### src/rtl/fetch_unit.sv
// Instruction-fetch stage: PC, imem requests, in-order fetch queue feeding the IF/DC register.
// Optional performance counters are compiled in when FETCH_PERF_CNT_EN is defined.
module fetch_unit #(
  parameter logic [31:0] PC_INIT = 32'h0000_0000,
  parameter int          QDEPTH  = 2
) (
  input  logic        CLK,
  input  logic        nRST,
  input  logic        ihit,
  input  logic [31:0] imemload,
  output logic        imemREN,
  output logic [31:0] imemaddr,
  input  logic        stall_i,
  input  logic        redirect_i,
  input  logic [31:0] redirect_pc_i,
  input  logic        halt_i,
`ifdef FETCH_PERF_CNT_EN
  output logic [31:0] fetch_cnt_o,
  output logic [31:0] stall_cnt_o,
`endif
  output logic        en_o,
  output logic [31:0] npc_o,
  output logic [31:0] imemload_o
);

  localparam int PW = $clog2(QDEPTH);
  localparam int CW = PW + 1;

  typedef enum logic [1:0] {FETCH, REDIR, HALTED} state_t;

  state_t          r_state;
  state_t          w_nextState;
  logic [31:0]     r_pc;
  logic [31:0]     r_qNpc [QDEPTH];
  logic [31:0]     r_qIns [QDEPTH];
  logic [PW-1:0]   r_rdPtr;
  logic [PW-1:0]   r_wrPtr;
  logic [CW-1:0]   r_count;

  logic            w_redir;
  logic            w_push;
  logic            w_pop;
  logic            w_notEmpty;
  logic            w_notFull;
  logic [31:0]     w_redirPc;

  // A halted fetch unit ignores redirects entirely, including their flush.
  assign w_redir    = redirect_i && (r_state != HALTED);
  assign w_redirPc  = redirect_pc_i & ~32'h3;
  assign w_notEmpty = (r_count != '0);
  assign w_notFull  = (r_count < CW'(QDEPTH));

  assign imemREN    = (r_state == FETCH) && w_notFull;
  assign imemaddr   = r_pc;
  assign w_push     = imemREN && ihit && !w_redir;
  assign en_o       = w_notEmpty && !stall_i && !w_redir;
  assign w_pop      = en_o;
  assign npc_o      = w_notEmpty ? r_qNpc[r_rdPtr] : 32'h0;
  assign imemload_o = w_notEmpty ? r_qIns[r_rdPtr] : 32'h0;

  always_comb begin
    w_nextState = r_state;
    case (r_state)
      FETCH: begin
        if (halt_i)          w_nextState = HALTED;
        else if (redirect_i) w_nextState = REDIR;
      end
      REDIR:   w_nextState = halt_i ? HALTED : FETCH;
      HALTED:  w_nextState = HALTED;
      default: w_nextState = FETCH;
    endcase
  end

  always_ff @(posedge CLK) begin
    if (!nRST) begin
      r_state <= FETCH;
      r_pc    <= PC_INIT;
      r_rdPtr <= '0;
      r_wrPtr <= '0;
      r_count <= '0;
    end else begin
      r_state <= w_nextState;
      if (w_redir) begin
        r_pc    <= w_redirPc;
        r_rdPtr <= '0;
        r_wrPtr <= '0;
        r_count <= '0;
      end else begin
        if (w_push) begin
          r_pc    <= r_pc + 32'd4;
          r_wrPtr <= r_wrPtr + PW'(1);
        end
        if (w_pop) r_rdPtr <= r_rdPtr + PW'(1);
        r_count <= r_count + CW'(w_push) - CW'(w_pop);
      end
    end
  end

  // Queue payload needs no reset; occupancy is tracked by r_count alone.
  always_ff @(posedge CLK) begin
    if (w_push && nRST) begin
      r_qNpc[r_wrPtr] <= r_pc + 32'd4;
      r_qIns[r_wrPtr] <= imemload;
    end
  end

`ifdef FETCH_PERF_CNT_EN
  logic [31:0] r_fetchCnt;
  logic [31:0] r_stallCnt;

  always_ff @(posedge CLK) begin
    if (!nRST) begin
      r_fetchCnt <= '0;
      r_stallCnt <= '0;
    end else begin
      if (w_push)                r_fetchCnt <= r_fetchCnt + 32'd1;
      if (w_notEmpty && stall_i) r_stallCnt <= r_stallCnt + 32'd1;
    end
  end

  assign fetch_cnt_o = r_fetchCnt;
  assign stall_cnt_o = r_stallCnt;
`endif

endmodule

### config.mk
export PLATFORM = sky130hd
export DESIGN_NAME = fetch_unit
export DESIGN_NICKNAME = d
export VERILOG_FILES = /design/src/rtl/fetch_unit.sv
export SDC_FILE = /design/constraint.sdc
export NUM_CORES = 1
export LEC_CHECK = 0
export BUFFER_PORTS_ARGS = -buffer_cell sky130_fd_sc_hd__buf_2
export CAP_MARGIN = 15
export CORE_UTILIZATION = 41
export DETAILED_ROUTE_END_ITERATION = 7
export GPL_ROUTABILITY_DRIVEN = 1
export PLACE_DENSITY = 0.65
export SLEW_MARGIN = 20
export SYNTH_ARGS = -nofsm -noshare
export SYNTH_HDL_FRONTEND = slang
export SYNTH_SLANG_ARGS = --single-unit
### constraint.sdc
create_clock -name CLK -period 5.06 [get_ports CLK]
set_input_delay 0.253 -clock CLK [delete_from_list [all_inputs] [get_ports CLK]]
set_output_delay 0.253 -clock CLK [all_outputs]
set_load 0.01 [all_outputs]
; ---- Word-level counts from Yosys, hierarchy flattened
; Memory sizes are Yosys's and may differ from the RTL's. A register that Yosys moved wholly into a read port is not among the register bits.
; Cells that the tools add are included.
[totals]
reg_bits = 38
latch_bits = 0
mem_bits_rw = 128
mem_bits_ro = 0
output_inout_bits = 98
n_memories = 2
[op_classes]
add_sub_neg = 5
mul = 0
div = 0
magnitude_cmp = 1
n_eq_ne = 4
shifts = 0
n_mux = 14
bitwise = 1
reduce_logical = 13
[memory_table]
columns = memory, depth, word_bits, read_ports, rd_ports_with_merged_regs, wr, line
row1 = r_qIns, 2, 32, 1, 1, 1, 35  ; logic [31:0] r_qIns [QDEPTH];
row2 = r_qNpc, 2, 32, 1, 1, 1, 34  ; logic [31:0] r_qNpc [QDEPTH];
[ops]
columns = operator, count
row1 = two-way mux 32 bit, 4
row2 = adder 32 x 3 -> 32 bit (second input constant), 1
row3 = logical AND 1 bit, 7
row4 = two-way mux 1 bit, 6
row5 = two-way mux 2 bit, 3
row6 = case mux 2 bit (3 select lines), 1
row7 = nonzero test 2 bit, 2
row8 = inequality test 3 bit (second input constant), 1
row9 = adder 1 bit (second input constant), 2
row10 = adder 2 x 1 -> 2 bit, 1
row11 = equality test 2 x 1 -> 1 bit (second input constant), 1
row12 = equality test 2 bit (second input constant), 1
row13 = zero test 1 bit, 2
row14 = zero test 2 bit, 1
row15 = < comparator 2 bit (second input constant), 1
row16 = inequality test 2 bit (second input constant), 1
row17 = OR reduction 2 bit, 1
row18 = subtractor 2 x 1 -> 2 bit, 1
row19 = inverter 1 bit, 1

; ---- Depth between registers and ports, before layout
; Gate-level depths: netlist of the first run.
[depth]
depth_word = 7
depth_mapped = 11
depth_no_buf = 9

; ---- Worst setup path after synthesis of the first run
; OpenSTA, ideal clock, no wires.
[synth_timing]
path_type = reg2reg
start = register r_state[1]
end = memory r_qIns[0][0] (enable)
arrival_time_ps = 4039
required_time_ps = 4578
setup_slack_ps = 539
path_stages_with_launch = 6
synth_period_minus_slack_ps = 4521
path_cell_list = dfxtp_1 > or4b_1 > buf_2 > or3_1 > buf_2 > nor2_1
[synth_between]
elab_chain_len = 7
elab_cells_between_ends = 10
cone_classes = eq/ne: 1 / mux: 2 / reduce/logical: 7
[synth_lines]
columns = item, line
row1 = start: declaration, 31  ; state_t r_state;
row2 = start signal: assignment, 82  ; r_state <= w_nextState;
row3 = inequality test 2 bit / zero test 2 bit (equally long branches), "48, 53"
row4 = logical AND 1 bit (on tied branches), "48, 53"
row5 = zero test 1 bit / logical AND 1 bit (equally long branches), 55  ; assign w_push = imemREN && ihit && !w_redir;
row6 = logical AND 1 bit *, 55
row7 = logical AND 1 bit *, 101  ; if (w_push && nRST) begin
row8 = two-way mux 1 bit *, 101
row9 = two-way mux 1 bit (not written as such) *, 103  ; r_qIns[r_wrPtr] <= imemload;
row10 = end: declaration, 35
; Mark *: on every way between the ends. The rest lies on a longest branch, timed or not.

; ---- Worst setup path after layout of the first run
[layout_timing]
start = register r_count[1]
end = memory r_qNpc[0][24] (enable)
[layout_between]
elab_chain_len = 7
[layout_lines]
columns = item, line
row1 = start: declaration, 38  ; logic [CW-1:0] r_count;
row2 = start signal: assignment, 94  ; r_count <= r_count + CW'(w_push) - CW'(w_pop);
row3 = < comparator 2 bit, 51  ; assign w_notFull = (r_count < CW'(QDEPTH));
row4 = logical AND 1 bit, 53  ; assign imemREN = (r_state == FETCH) && w_notFull;
row5 = logical AND 1 bit (2 in a row), 55
row6 = logical AND 1 bit, 101
row7 = two-way mux 1 bit, 101
row8 = two-way mux 1 bit (not written as such), 102  ; r_qNpc[r_wrPtr] <= r_pc + 32'd4;
row9 = end: declaration, 34
; Every way passes these cells.

==> results of run 1 <==
==> metal layers <==
layer	GRT usage	vias to the layer above	part of all wire	routed length [um]
li1	-	2484	-	-
met1	0.249	2531	0.43	7480
met2	0.317	194	0.49	8490
met3	0.0338	18	0.055	942
met4	0.0824	0	0.017	289
met5	0	-	0	0
==> through the flow <==
step	total power, W	setup slack (ns)	hold slack, ns	cells	cell area, sq um
detailed placement	0.00185	1.88	0.443	946	8200
global placement	0.00184	1.89	0.435	946	8200
finish	0.00308	1.92	0.0282	980	8820
global route	0.00319	1.74	0.00867	980	8820
floorplan	0.00172	0.539	0.330	595	7220
CTS	0.00310	1.87	0.00908	979	8790
==> power by group <==
part	internal [W]	leakage (nW)	switching (W)
Sequential	0.00147	1.43	0.0000504
Combinational	0.000118	1.58	0.000179
Clock	0.000771	0.270	0.000485
==> path summary, 6_finish.rpt <==
path	to	depth (start not counted)
max	r_qNpc[0][24]$_DFFE_PP_	5
min	r_qIns[0][0]$_DFFE_PP_	1
max reg2reg	r_qNpc[0][24]$_DFFE_PP_	5
min reg2reg	r_state[0]$_SDFFE_PN0P_	1
==> synth_stat cells, types with 5 or more instances <==
library cell / instances
a211oi_1: 8
a21oi_1: 8
a221o_1: 5
a311oi_1: 5
a31oi_1: 10
and3_1: 11
and4_1: 5
buf_2: 8
clkbuf_1: 28
dfxtp_1: 37
edfxtp_1: 124
inv_1: 8
mux2i_1: 62
nand2_1: 24
nand2b_1: 5
nand3_1: 18
nand4_1: 5
nor2_1: 88
nor3_1: 15
nor4_1: 5
o21ai_0: 14
o31ai_1: 5
or4_1: 6
xnor2_1: 27
xor2_1: 12
==> sequential cells by signal, summed over array words and instances, names as in the netlist, named ones only <==
| signal | count |
|---|---|
| r_wrPtr | 1 |
| r_qIns | 64 |
| r_count | 2 |
| r_state | 2 |
| imemaddr | 30 |
| r_rdPtr | 1 |
| r_qNpc | 60 |
==> cell type report <==
cell class | instances | area, sq um
Fill cell | 1535 | 8420
Inverter | 9 | 33.8
Tap cell | 225 | 282
Clock inverter | 11 | 138
Multi-Input combinational cell | 380 | 2540
Timing Repair Buffer | 173 | 918
Sequential cell | 161 | 4470
Clock buffer | 21 | 440
==> kinds of logic after synthesis <==
family	count (synthesis)
AO/OA/AOI/OAI	75
XOR/XNOR	39
adder cells (fa/ha/maj)	3
buffers and inverters	54
flip-flops	161
multiplexers	62
other	1
AND/OR/NAND/NOR	197
==> flow_metrics.tcl, run 1 <==
set metrics [dict create \
    fin_crit_sh 0.621 \
    final_cell_mix "161 x buf_2, 124 x edfxtp_1, 86 x nor2_1, 62 x mux2i_1, 36 x dfxtp_1" \
    cts.sinks 161 \
    netlist_top_cells_area "edfxtp_1 52%, dfxtp_1 10%, mux2i_1 8.6%" \
    synth-main-ff-cell "edfxtp_1" \
    synth.largest_area_cell "edfxtp_1" \
    grt_pass1_vias 5031 \
    synth_edf_count 124 \
    critical_path_arrival_ns 3.24 \
    post-cts-setup-buffers 0 \
    path_max_fanout 28 \
    cts.repair.resized 0 \
    hpwl_mm 11.5 \
    cpLargestDelayFamily "simple AND/OR/NAND/NOR gates" \
    fin_util 0.512 \
    cap_violations 0 \
    hold_path.class "in -> reg" \
    tritoncts "done" \
    die_h_um 135 \
    avgSynthCellArea_sq_um 12.2 \
    netlist.area_leader.share 0.517 \
    synth_compound_area_frac 0.0762 \
    drive_gt1_frac 0.275 \
    htree_levels 4 \
    ir_worst_vdd_mv 0.246 \
    start_util 0.418 \
    via_per_inst 5.33 \
    num_io_pins 168 \
    critPathCaptureType "flop" \
    cts.path.max_buffers 2 \
    fp.dieW_um 135 \
    place.gp.congestion 0.829 \
    cts.clk_slew.worst_paths_ns 0.06 \
    netlist_instances 592 \
    grt_pass1_wl_mm 26.3 \
    wl_per_cell_um 17.5 \
    cts_buffers 17 \
    finalSetupViolations 0 \
    synthMuxAreaShare 0.0861 \
    syn_area_sq_mm 0.00720 \
    relSlewSlack 0.422 \
    ys_ff_latch 161 \
    tightest_slew_ns 0.864 \
    async_flop_share 0 \
    crit_type "reg -> reg" \
    antenna_found_initial 0 \
    yosys.area_share.simple 0.132 \
    fin_worst_skew_ns 0.00804 \
    worstHoldStart "imemload[0]" \
    startpoint_type "flop" \
    slowest_delay_ns 0.73 \
    clkLatencyLatePin_ns 0.41 \
    crit_slowest_cell "nor2_4" \
    n_antenna_cell 0 \
    final_common_cell "buf_2" \
    max_freq_mhz 318 \
    crit_top_cell "buf_4" \
    rsz0062_at_grt "false" \
    grt_use_total 0.192 \
    rows 48 \
    fin_nets 815 \
    cts_hold_buf 1 \
    via_count 5227 \
    slew_violations 0 \
    crit_start "r_count[1]$_SDFF_PP0_" \
    grt_overflow_total 0 \
    crit_required_ns 5.15 \
    synthAdderAreaFrac 0.00521 \
    p_per_area_mw_per_mm2 349 \
    io_buffers 161 \
    yosysWarnings 0 \
    ant_nets 0 \
    hold_viol_final 0 \
    synth_xor_area_frac 0.0474 \
    synth_top_family_by_area "simple AND/OR/NAND/NOR gates" \
    synth_seq_area_share 0.620 \
    worst-path-buf-inv 2 \
    synth_cell_types 47 \
    root_buffer "clkbuf_16" \
    cp_cell_sequence "or4b_1 -> buf_4 -> or3_1 -> nor2_4 -> buf_4" \
    period_needed_ns 3.14 \
    dr.first_iter.drc_count 370 \
    dieArea_sq_mm 0.0181 \
    fin_tns_setup_ns 0 \
    drc 0 \
    outcome "complete, no violations" \
    reg2reg_from "r_count[1]$_SDFF_PP0_" \
    first_pass_iters 5 \
    rrSetupSlack_ns 1.92 \
    core_area_sq_mm 0.0172 \
    grt_max_degree 65 \
    drt_wl_total_mm 17.2 \
    syn2layout_area_growth_pct 22.4 \
    leakage_nw 3.27 \
]
(Power assumes the default switching activity.)
==> run 2, diff against run 1 <==
- ABC_AREA: default -> 1
- clock period: 5.06 -> 3.3 ns (I/O delays scaled with it)
==> flow_metrics.tcl, run 2 <==
set metrics [dict create \
    outcome "complete, no violations" \
    num_io_pins 168 \
    final_area_sq_mm 0.00913 \
    final_cell_mix "288 x nand2_1, 161 x buf_2, 124 x edfxtp_1, 86 x a21oi_1, 50 x inv_1" \
    dr.first_iter.drc_count 329 \
    critPathCaptureType "flop" \
    hold_viol_final 0 \
    die_h_um 134 \
    reg2reg_depth 7 \
    root_buffer "clkbuf_16" \
    met3_usage 0.0367 \
    rows 47 \
    synth_cell_types 27 \
    synth_most_common_cell "nand2_1" \
    cts_buffers 17 \
    met1_usage 0.256 \
    multiInputGateArea_sq_mm 0.00238 \
    grt_busiest_layer "met2" \
    netlist.area_leader.share 0.520 \
    p_sw_frac 0.242 \
    critical_path_arrival_ns 2.28 \
    finalSetupViolations 0 \
    crit_top_cell "nand2_1" \
    p_switching_w 0.00115 \
    grt_use_total 0.194 \
    top_register "r_qIns" \
    setup_ws_ns 1.06 \
    wl_per_cell_um 14.4 \
    via_count 5455 \
    netlist_instances 745 \
    regArea_sq_mm 0.00447 \
    syn2layout_area_growth_pct 27.6 \
    ant_nets 0 \
    final_common_cell "nand2_1" \
    start_util 0.425 \
    fin_nets 1011 \
    n_antenna_cell 0 \
    p_per_area_mw_per_mm2 522 \
    slew_violations 0 \
    crit_slowest_cell "buf_4" \
    core_area_sq_mm 0.0168 \
    hpwl_mm 11.0 \
    intPower_w 0.00361 \
    netlist_top_cells_area "edfxtp_1 52%, nand2_1 15%, dfxtp_1 10%" \
    path_max_fanout 50 \
    p_total_w 0.00477 \
    syn_area_sq_mm 0.00715 \
    via_per_inst 4.66 \
    cts.path.max_buffers 2 \
    drive_gt1_frac 0.253 \
    fin_tns_setup_ns 0 \
    place.gp.congestion 0.840 \
    grt_max_degree 63 \
    slowest_delay_ns 0.58 \
    cts.clk_slew.worst_paths_ns 0.06 \
    yosysWarnings 0 \
    ys_ff_latch 161 \
    io_buffers 161 \
    fp.dieW_um 134 \
    startpoint_type "flop" \
    largest_reg_flops 64 \
    cap_violations 0 \
    fin_crit_sh 0.678 \
    use_met2 0.320 \
    ir_worst_vdd_mv 0.366 \
    grt_overflow_total 0 \
    first_pass_iters 4 \
    period_needed_ns 2.24 \
    rsz0062_at_grt "false" \
    async_flop_share 0 \
    clkPwrFrac 0.405 \
    grt_pass1_wl_mm 26.4 \
    clkLatencyLatePin_ns 0.41 \
    placed_cell_area_sq_mm 0.00820 \
    tritoncts "done" \
    drc 0 \
    fin_worst_skew_ns 0.00873 \
    grt_pass1_vias 5139 \
    avgSynthCellArea_sq_um 9.60 \
    max_freq_mhz 447 \
    place_ws_ns 1.04 \
    dieArea_sq_mm 0.0180 \
    crit_type "reg -> reg" \
    comb_power_share 0.108 \
    n_fill_cell 1516 \
    synth-main-ff-cell "edfxtp_1" \
    tightest_slew_ns 0.728 \
    synth_seq_area_share 0.624 \
    drt_wl_total_mm 16.9 \
    crit_required_ns 3.34 \
    worstHoldPathCells 3 \
    htree_levels 4 \
    cp_cell_sequence "nand2_1 -> nand2_1 -> inv_2 -> nor2_2 -> inv_1 -> nor3_4 -> buf_4" \
    seqPwrFrac 0.486 \
    leakage_nw 3.77 \
    synthTopCellsByCount "288 x nand2_1, 124 x edfxtp_1, 86 x a21oi_1" \
    relSlewSlack 0.515 \
    synth_edf_count 124 \
    synth.largest_area_cell "edfxtp_1" \
    antenna_found_initial 0 \
    hold_path.class "in -> reg" \
    cts.sinks 161 \
]
-- run 2: worst max-delay path, delay by kind of cell (launching register included) --
kind / cells / cell delay, ns
buffers and inverters: 3 / 0.93
AND/OR/NAND/NOR: 4 / 0.53
flip-flops: 1 / 0.35
-- run 2: per-layer routing --
| metal | vias to the layer above | routed length [um] |
|---|---|---|
| li1 | 2821 | - |
| met1 | 2454 | 7590 |
| met2 | 166 | 8110 |
| met3 | 14 | 1000 |
| met4 | 0 | 183 |
| met5 | - | 0 |
-- run 2: power by group through the flow --
stage	Clock, W	Combinational [W]	Sequential [W]
CTS	0.00197	0.000524	0.00232
global placement	0	0.000481	0.00236
finish	0.00193	0.000516	0.00232
global route	0.00204	0.000576	0.00233
detailed placement	0	0.000489	0.00236
floorplan	0	0.000271	0.00236
-- run 2: layout make-up --
cell class                      instances  share of cell area
Clock buffer                           20              0.0500
Clock inverter                         12              0.0144
Inverter                               54              0.0222
Multi-Input combinational cell        499               0.261
Sequential cell                       161               0.489
Tap cell                              220              0.0301
Timing Repair Buffer                  205               0.134
-- run 2: metrics by stage --
step           hold WS, ns  instances   util
2_1_floorplan        0.243        748      -
3_3_place_gp         0.348       1105  0.488
3_5_place_dp         0.346       1105  0.488
4_1_cts            0.00158       1171  0.543
5_1_grt             0.0161       1171  0.543
6_report            0.0207       1171  0.543
-- run 2: cell families after synthesis --
family | after synthesis | synth area share
AOI/OAI and AO/OA | 110 | 0.0785
xor gates and xnor gates | 17 | 0.0292
adders and majority gates | 3 | 0.00525
buffers and inverters | 88 | 0.0495
DFF | 161 | 0.624
other | 1 | 0.000524
and+or+nand+nor | 365 | 0.213
-- run 2: final timing paths --
path	slack (ns)	to	startpoint
setup / recovery	1.06	r_qIns[0][14]$_DFFE_PP_	r_state[1]$_SDFFE_PN0P_
hold / removal	0.02	imemaddr[9]$_SDFFE_PN0P_	redirect_pc_i[9]
setup reg to reg	1.06	r_qIns[0][14]$_DFFE_PP_	r_state[1]$_SDFFE_PN0P_
hold reg to reg	0.51	r_state[1]$_SDFFE_PN0P_	r_state[1]$_SDFFE_PN0P_
-- run 2: what timing repair did --
action,4_1_cts,5_1_grt
hold buffers,34,0
hold endpoints to repair,66,0
setup buffers,0,0
resized for setup,0,0
